[src/rtl/booth_mult_datapath.sv]
// Radix-2 Booth multiplier datapath for MULT/MULTU.
// Sequenced by the external multiplier controller; captures HI/LO at the end.
module booth_mult_datapath #(
    parameter int WIDTH = 32,
    parameter int CW    = $clog2(WIDTH + 2)
) (
    input  logic             CLK,
    input  logic             RST,
    input  logic [WIDTH-1:0] op_a,
    input  logic [WIDTH-1:0] op_b,
    input  logic             is_signed,
    input  logic             initialize,
    input  logic             accum_load,
    input  logic             comp,
    input  logic             sh_en,
    output logic [1:0]       status,
    output logic             done,
    output logic [WIDTH-1:0] hi,
    output logic [WIDTH-1:0] lo,
    output logic             prod_valid
);

    localparam logic [CW-1:0] STEPS = CW'(WIDTH + 1);

    logic [WIDTH:0]     acc;
    logic [WIDTH:0]     mq;
    logic [WIDTH:0]     mcand;
    logic               qm1;
    logic [CW-1:0]      cnt;
    logic               busy;

    logic [WIDTH:0]     ext_a;
    logic [WIDTH:0]     ext_b;
    logic [WIDTH:0]     addend;
    logic [2*WIDTH+1:0] aq;
    logic               finish;

    // One extra sign bit lets MULTU run as a signed (WIDTH+1)-bit multiply
    assign ext_a  = {is_signed & op_a[WIDTH-1], op_a};
    assign ext_b  = {is_signed & op_b[WIDTH-1], op_b};
    assign addend = comp ? (~mcand + (WIDTH+1)'(1)) : mcand;
    assign aq     = {acc, mq};
    assign finish = busy & (cnt == '0) & ~initialize;

    assign done   = (cnt == '0);
    assign status = initialize ? {op_b[0], 1'b0} : {mq[0], qm1};

    always_ff @(posedge CLK or negedge RST) begin
        if (!RST) begin
            acc        <= '0;
            mq         <= '0;
            mcand      <= '0;
            qm1        <= 1'b0;
            cnt        <= '0;
            busy       <= 1'b0;
            hi         <= '0;
            lo         <= '0;
            prod_valid <= 1'b0;
        end else begin
            prod_valid <= finish;
            if (finish) begin
                hi   <= aq[2*WIDTH-1:WIDTH];
                lo   <= aq[WIDTH-1:0];
                busy <= 1'b0;
            end
            if (initialize) begin
                mcand <= ext_a;
                mq    <= ext_b;
                acc   <= '0;
                qm1   <= 1'b0;
                cnt   <= STEPS;
                busy  <= 1'b1;
            end else if (accum_load) begin
                acc <= acc + addend;
            end else if (sh_en && (cnt != '0)) begin
                acc <= {acc[WIDTH], acc[WIDTH:1]};
                mq  <= {acc[0], mq[WIDTH:1]};
                qm1 <= mq[0];
                cnt <= cnt - CW'(1);
            end
        end
    end

endmodule

[config.mk]
export PLATFORM = sky130hd
export DESIGN_NAME = booth_mult_datapath
export DESIGN_NICKNAME = d
export VERILOG_FILES = /design/src/rtl/booth_mult_datapath.sv
export SDC_FILE = /design/constraint.sdc
export NUM_CORES = 1
export LEC_CHECK = 0
export BUFFER_PORTS_ARGS = -buffer_cell sky130_fd_sc_hd__buf_4
export CAP_MARGIN = 30
export CORE_MARGIN = 2
export CORE_UTILIZATION = 29
export DETAILED_ROUTE_END_ITERATION = 7
export PLACE_DENSITY = 0.51
export SLEW_MARGIN = 15
export SYNTH_ARGS = -nofsm -noshare
export SYNTH_HDL_FRONTEND = slang
export SYNTH_SLANG_ARGS = --single-unit
[constraint.sdc]
create_clock -name CLK -period 13.15 [get_ports CLK]
set_input_delay 1.315 -clock CLK [delete_from_list [all_inputs] [get_ports CLK]]
set_output_delay 1.315 -clock CLK [all_outputs]
set_load 0.02 [all_outputs]
==> results of run 1 <==
-- cells in the final DEF (no fill, tap or decap), types with 3 or more instances in the layout --
cell,count
a2111oi_0,3
a211oi_1,9
a21o_1,19
a21oi_1,78
a31oi_1,8
buf_4,142
clkbuf_16,17
clkinv_8,5
dfrtp_1,172
ha_1,35
inv_1,17
inv_6,4
inv_8,3
mux2_2,32
mux2i_1,42
nand2_1,286
nand2b_1,7
nand3_1,28
nand4_1,9
nor2_1,49
nor2b_1,4
nor3_1,4
nor4_1,7
nor4b_1,3
o211ai_1,3
o21a_1,3
o21ai_0,61
o21ai_1,5
o21bai_1,5
o22ai_1,8
o31ai_1,9
o41ai_1,6
or2_2,5
or3_1,4
or4_1,4
xnor2_1,49
xor2_1,14
-- report_power, final --
group / total, µW / switching, µW / internal, µW
combinational: 515 / 292 / 223
clock: 513 / 256 / 256
sequential: 658 / 67.5 / 590
-- cells by family after synthesis --
logic type                 count (synthesis)  share of synthesized area [%]
DFF                                      172                           44.8
xor gates and xnor gates                  63                           5.75
AOI/OAI and AO/OA                        230                           14.4
and+or+nand+nor                          422                           18.8
buffers and inverters                     80                           3.27
muxes                                     74                           8.13
adders and majority gates                 36                           4.77
-- tightest hold or removal path, cell delays in order, from the launching register on --
cell and delay, ps:
dfrtp_1 340, nand2_1 50, nand2_1 60
-- metrics by stage --
stage                     setup slack (ps)  hold WS (ps)  util, %  cells  cell area (µm²)
after CTS                             8440           483     35.7   1634            11600
final                                 8340           477     35.8   1635            11700
after detailed placement              8480           464     33.9   1602            11000
after global routing                  8150           505     35.8   1635            11700
after floorplan                       8980           448        -   1077             9600
after global placement                8550           460     33.8   1600            11000
-- registers in the layout (all words and copies together) (netlist names) --
name / count
acc: 33
busy: 1
cnt: 6
hi: 32
lo: 32
mcand: 33
mq: 33
prod_valid: 1
qm1: 1
-- synthesized netlist by cell type (all sizes together), types with 9 or more instances --
master	count	area, µm²
dfrtp	172	4300
xnor2	49	429
nand2	286	1070
a211oi	9	67.6
xor2	14	123
o21ai	67	339
buf	9	47.5
o31ai	9	67.6
a21o	19	143
mux2	32	360
nand4	9	56.3
inv	18	67.6
mux2i	42	420
clkbuf	53	199
a21oi	78	390
nor2	49	184
nand3	29	145
ha	35	438
-- path summary, 6_finish.rpt --
path / cells past startpoint / from / endpoint
max in group asynchronous: 4 / RST / acc[25]
hold reg to reg: 2 / hi[6] / hi[6]
setup reg to reg: 14 / mcand[2] / acc[32]
min in group asynchronous: 1 / RST / lo[26]
setup / recovery: 14 / mcand[2] / acc[32]
hold / removal: 2 / hi[6] / hi[6]
-- layer usage --
layer / share of wire, % / vias up
li1: - / 3931
met1: 50 / 3823
met5: 0 / -
met3: 6.0 / 31
met4: 1.4 / 0
met2: 43 / 231
-- area by class of cell --
cell class | count | area, µm²
Sequential cell | 172 | 4300
Multi-Input combinational cell | 825 | 4980
Tap cell | 442 | 553
Fill cell | 3433 | 20900
Clock buffer | 17 | 425
Clock inverter | 15 | 171
Timing Repair Buffer | 146 | 1150
Inverter | 18 | 67.6
==> flow_summary.json, run 1 <==
{
  "run_status": "completed",
  "grt_pass1_wl_mm": 42.7,
  "start_kind": "register",
  "track_usage_pct": 15.7,
  "die-area_um2": 34600,
  "drv_slew": 0,
  "die_w_um": 186,
  "ys.flop_type": "dfrtp_1",
  "cts_made_buffers": 17,
  "io_buffers": 138,
  "initial_utilization_pct": 29.5,
  "fin_crit_sh_pct": 36.6,
  "synth-seq-cells": 172,
  "slew_headroom_pct": 48.5,
  "clock_sinks": 172,
  "grt_max_degree": 73,
  "power_uw": 1690,
  "coreArea_um2": 32500,
  "power.leakage_uw": 0.00570,
  "grt_pass1_vias": 7796,
  "cts_setup_buffers": 0,
  "via_per_inst": 4.90,
  "met2_usage_pct": 23.9,
  "fin_skew_ps": 15.7,
  "post-dp-hpwl_mm": 18.9,
  "crit_required_ps": 13430,
  "crit_path_end_kind": "register",
  "ctsHoldBuffers": 0,
  "post_synth.cell_area_avg_um2": 8.91,
  "synth_cell_types": 59,
  "finalCriticalPeriod_ps": 4810,
  "hold_violations": 0,
  "finish.net_count": 1287,
  "synth-edff-count": 0,
  "busiest_layer": "met2",
  "wl_per_cell_um": 16.3,
  "worstPathCellList": "nor3_1 -> nand3_1 -> or3_1 -> or3_4 -> or4_4 -> o21ai_2 -> xnor2_1 -> ha_1 -> nand2_1 -> nor4_1 -> inv_1 -> o2111a_1 -> nor4b_1 -> o311ai_0",
  "ys_seq_area_share_pct": 44.8,
  "io_pins": 139,
  "dr_total_vias": 8016,
  "synth-async-reset-ratio_pct": 100,
  "cp.arrival_ps": 5090,
  "diodes": 0,
  "slowest_stage": "nor4_1",
  "reg2reg_slack_ps": 8340,
  "area_growth_pct": 21.5,
  "path_max_fanout": 7,
  "worstMarginPinSlew_ps": 773,
  "ys_warn_count": 0,
  "setup_viol": 0,
  "routed_wl_mm": 26.7,
  "met1_usage_pct": 22.7,
  "synthesis.nets": 1184,
  "syn_inst": 1077,
  "grt_overflow": 0,
  "cts_tree": "done",
  "dieHeight_um": 186,
  "path_clk_slew_ps": 70,
  "firstDrtPassIters": 5,
  "root_buffer": "clkbuf_16",
  "grt_util_met3_pct": 3.17,
  "cp.buffers_inverters": 1,
  "drt_iter0_markers": 567,
  "ctsLongestPathBuffers": 2,
  "path_class": "reg -> reg",
  "ant_nets": 0,
  "drc": 0,
  "max_stage_delay_ps": 570,
  "layout-drive-gt1-share_pct": 18.9,
  "ir_drop_uv": 98.6,
  "worstSkewPairLatency_ps": 440,
  "ctsHtreeMaxLevel": 4,
  "maxCapViolCount": 0,
  "rsz0062_at_grt": "no",
  "hold_path.class": "reg -> reg",
  "gp_congestion": 0.867,
  "p_per_area_nw_per_um2": 145,
  "fin_tns_setup_ps": 0,
  "syn_area_um2": 9600,
  "antenna_found_initial": 0,
  "max_freq_ghz": 0.208,
  "path_delay_family": "simple AND/OR/NAND/NOR gates",
  "rows": 66,
  "cts_resized": 0
}
Note: power is estimated with default switching activity, not from simulation.
==> run 2: changes to the inputs <==
- clock period: 13.15 -> 4.73 ns (I/O delays scaled with it)
==> flow_summary.json, run 2 (same netlist as run 1, synthesis figures left out) <==
{
  "run_status": "completed",
  "final_util_pct": 36.1,
  "maxCapViolCount": 0,
  "r2r-end": "acc[32]",
  "final_cell_mix": "nand2_1 (286), dfrtp_1 (172), buf_4 (148)",
  "grt_max_degree": 99,
  "track_usage_pct": 15.6,
  "r2r_start": "mcand[9]",
  "rr_worst_depth": 13,
  "worstSkewPairLatency_ps": 440,
  "fin_crit_sh_pct": 93.8,
  "root_buffer": "clkbuf_16",
  "cts_tree": "done",
  "power.leakage_uw": 0.00573,
  "p_per_area_nw_per_um2": 401,
  "ctsHtreeMaxLevel": 4,
  "crit_path_end_kind": "register",
  "crit_required_ps": 5010,
  "final_common_cell": "nand2_1",
  "layout-drive-gt1-share_pct": 20.1,
  "path_max_fanout": 7,
  "rows": 66,
  "rsz0062_at_grt": "no",
  "grt_pass1_vias": 7718,
  "coreArea_um2": 32500,
  "die-area_um2": 34600,
  "path_class": "reg -> reg",
  "dieHeight_um": 186,
  "io_pins": 139,
  "gp_congestion": 0.904,
  "hold_violations": 0,
  "worstMarginPinSlew_ps": 890,
  "ctsLongestPathBuffers": 2,
  "dr_total_vias": 7977,
  "die_w_um": 186,
  "io_buffers": 138,
  "pre_cts_slack_ps": 137,
  "top_regs": "acc (33), mcand (33), mq (33)",
  "path_clk_slew_ps": 80,
  "antenna_found_initial": 0,
  "postLayoutSetupSlackWorst_ps": 292,
  "via_per_inst": 4.86,
  "clock_sinks": 172,
  "finalCriticalPeriod_ps": 4440,
  "area_growth_pct": 22.3,
  "max_freq_ghz": 0.225,
  "initial_utilization_pct": 29.5,
  "grt_overflow": 0,
  "drc": 0,
  "hold_path.class": "in -> reg",
  "grt_pass1_wl_mm": 42.7,
  "diodes": 0,
  "slew_headroom_pct": 40.6,
  "ir_drop_uv": 251,
  "cp.arrival_ps": 4710,
  "startpoint": "mcand[9]",
  "crit_end": "acc[32]",
  "fin_tns_setup_ps": 0,
  "start_kind": "register",
  "finish.net_count": 1293,
  "drt_iter0_markers": 416,
  "post-dp-hpwl_mm": 18.7,
  "reg2reg_slack_ps": 290,
  "routed_wl_mm": 26.5,
  "drv_slew": 0,
  "firstDrtPassIters": 4,
  "ant_nets": 0,
  "cts_made_buffers": 17,
  "setup_viol": 0,
  "wl_per_cell_um": 16.2,
  "fin_skew_ps": 17.9
}
## run 2: changes by cell type in the layout (fill, tap and decap cells not counted), moves of 2 or more
cell       delta
ha_2          +2
a21oi_2       +3
ha_1          -2
a21oi_1       -3
buf_4         +6
a2111oi_0     -2
a2111oi_2     +2
## run 2: report_power, final
part	internal (µW)	leakage, µW	switching (µW)
combinational	632	0.00322	821
clock	717	0.000290	700
sequential	1640	0.00222	192
total	2990	0.00573	1710
## run 2: metal layers
| layer | share of wire, % | GRT usage (%) | vias up |
|---|---|---|---|
| met5 | 0 | 0 | - |
| met4 | 1.1 | 3.75 | 0 |
| li1 | - | - | 3958 |
| met1 | 51 | 23.3 | 3788 |
| met3 | 5.7 | 2.93 | 18 |
| met2 | 42 | 23.2 | 213 |
## run 2: critical path: stages (launching register included)
cell,delay (ps)
dfrtp_1,420
or4_4,560
or3_1,420
or3_4,390
or4_4,430
o21ai_2,180
xnor2_1,100
ha_1,430
nand2_1,180
nor4_2,420
inv_1,110
o2111a_1,260
nor4b_2,230
o311ai_0,160
## run 2: final cells by class
type,instances,area (µm²)
flip-flops and latches,172,4300
repair buffers,152,1180
multi-input cells,825,5040
well taps,442,553
clock buffers,18,429
inverters,18,67.6
fillers,3394,20800
clock inverters,14,168
## run 2: worst min path at each step
stage	endpoint	startpoint	cells after the start
finish	mq[4]	op_b[4]	3
global route	mq[25]	op_b[25]	3
CTS	mq[27]	RST	1
detailed placement	lo[3]	lo[3]	2
global placement	hi[0]	hi[0]	2
floorplan	acc[0]	RST	0
## run 2: what timing repair did
action,4_1_cts,5_1_grt
hold buffers,0,1
resized for setup,0,15
endpoints found under the setup margin,0,8
hold endpoints to repair,0,27
setup buffers,0,1
## run 2: through the flow
step                      hold slack, ps  area, µm²  cells  total power (µW)
after floorplan                      177       9600   1077              2830
after global placement               461      11000   1605              3280
after detailed placement             465      11000   1606              3280
after CTS                            186      11600   1638              4720
after global routing                 236      11700   1641              5020
final                                237      11700   1641              4700
==> run 3: changes to the inputs <==
- ABC_CLOCK_PERIOD_IN_PS: default -> 4730
- BUFFER_PORTS_ARGS: -buffer_cell sky130_fd_sc_hd__buf_4 -> -buffer_cell sky130_fd_sc_hd__buf_2
- REMOVE_ABC_BUFFERS: default -> 1
==> flow_summary.json, run 3 (same netlist as run 1, synthesis figures left out) <==
{
  "io_buffers": 138,
  "ctsHtreeMaxLevel": 4,
  "rsz0062_at_grt": "no",
  "wl_met1_mm": 12.8,
  "r2r_start": "mcand[9]",
  "routed_wl_mm": 26.2,
  "dr_total_vias": 7844,
  "grt_max_degree": 69,
  "slew_headroom_pct": 50.4,
  "firstDrtPassIters": 4,
  "run_status": "completed",
  "grt_pass1_wl_mm": 42.0,
  "finalCriticalPeriod_ps": 4400,
  "path_class": "reg -> reg",
  "met3_wirelength_um": 958,
  "antenna_found_initial": 0,
  "cts_setup_buffers": 0,
  "drc": 0,
  "final_common_cell": "nand2_1",
  "initial_utilization_pct": 29.5,
  "worstSkewPairLatency_ps": 430,
  "area_growth_pct": 18.8,
  "fin_crit_sh_pct": 93.0,
  "hold_path.class": "in -> reg",
  "crit_required_ps": 5020,
  "cp.arrival_ps": 4690,
  "ff_latch_area_um2": 4300,
  "power.leakage_uw": 0.00569,
  "fin_skew_ps": 9.48,
  "die-area_um2": 34600,
  "post-dp-hpwl_mm": 18.9,
  "drt_iter0_markers": 443,
  "layout-drive-gt1-share_pct": 19.3,
  "crit_path_end_kind": "register",
  "cts_tree": "done",
  "dieHeight_um": 186,
  "maxCapViolCount": 0,
  "top_layer_used": "met4",
  "root_buffer": "clkbuf_16",
  "rr_worst_depth": 15,
  "io_pins": 139,
  "start_kind": "register",
  "reg2reg_slack_ps": 330,
  "path_max_fanout": 9,
  "finish.net_count": 1295,
  "clock_sinks": 172,
  "ir_drop_uv": 254,
  "grt_overflow": 0,
  "path_clk_slew_ps": 70,
  "final_util_pct": 35.0,
  "ant_nets": 0,
  "coreArea_um2": 32500,
  "gp_congestion": 0.832,
  "via_per_inst": 4.78,
  "hold_violations": 0,
  "startpoint": "mcand[9]",
  "r2r-end": "acc[30]",
  "wl_per_cell_um": 16.0,
  "setup_viol": 0,
  "rows": 66,
  "num-fill-cells": 3439,
  "fin_tns_setup_ps": 0,
  "crit_end": "acc[30]",
  "diodes": 0,
  "grt_pass1_vias": 7759,
  "drv_slew": 0,
  "final_cell_mix": "nand2_1 (286), dfrtp_1 (172), buf_2 (136)",
  "multi_input_area_um2": 5020,
  "p_per_area_nw_per_um2": 415,
  "wl_met2_mm": 12.1,
  "hold-path-cell-count": 3,
  "ctsLongestPathBuffers": 2,
  "cts_made_buffers": 17,
  "die_w_um": 186,
  "max_freq_ghz": 0.227,
  "track_usage_pct": 15.5,
  "worstMarginPinSlew_ps": 744,
  "top_regs": "acc (33), mcand (33), mq (33)"
}
[run 3: cell type report]
class	instances	share of cell area [%]
repair buffers	154	7.50
clock inverters	7	1.22
clock buffers	23	4.02
flip-flops and latches	172	37.8
inverters	18	0.593
multi-input cells	825	44.1
well taps	442	4.85
[run 3: critical path, cell delays in order, from the launching register on]
cell	delay, ps
dfrtp_1	420
or4_4	570
or3_1	410
or3_4	380
or4_4	440
nand2_1	100
xnor2_1	130
ha_1	370
a21o_1	200
a21o_1	170
a21oi_1	210
a21oi_1	120
o41ai_2	300
a31oi_1	120
xnor2_1	220
o22ai_1	90
[run 3: timing repair]
item / in CTS / in global routing
resized for setup: 0 / 11
hold buffers: 1 / 0
setup endpoints to repair: 0 / 6
hold endpoints to repair: 35 / 0
[run 3: power breakdown]
part           switching, µW  internal [µW]
sequential               189           1640
clock                    590            894
combinational            827            590
total                   1610           3130
[run 3: worst min path at each step]
stage / from / endpoint / slack (ps)
finish: op_b[4] / mq[4] / 250
floorplan: RST / acc[0] / 180
detailed placement: RST / mcand[5] / 400
global placement: lo[15] / lo[15] / 450
CTS: op_b[25] / mq[25] / 230
global route: op_a[19] / mcand[19] / 250
[run 3: routing by layer]
metal / vias to the layer above / GRT usage, %
li1: 3939 / -
met1: 3750 / 20.9
met2: 131 / 25.2
met3: 24 / 3.17
met4: 0 / 4.28
met5: - / 0
[run 3: stage by stage]
stage / hold slack, ps / setup WS [ps] / area, µm² / std cells / power [µW]
global placement: 452 / 210 / 10700 / 1608 / 3250
global route: 249 / 18.4 / 11400 / 1641 / 5030
detailed placement: 403 / 236 / 10700 / 1609 / 3250
finish: 254 / 331 / 11400 / 1641 / 4730
floorplan: 177 / 639 / 9350 / 1015 / 2800
CTS: 232 / 184 / 11300 / 1640 / 4770
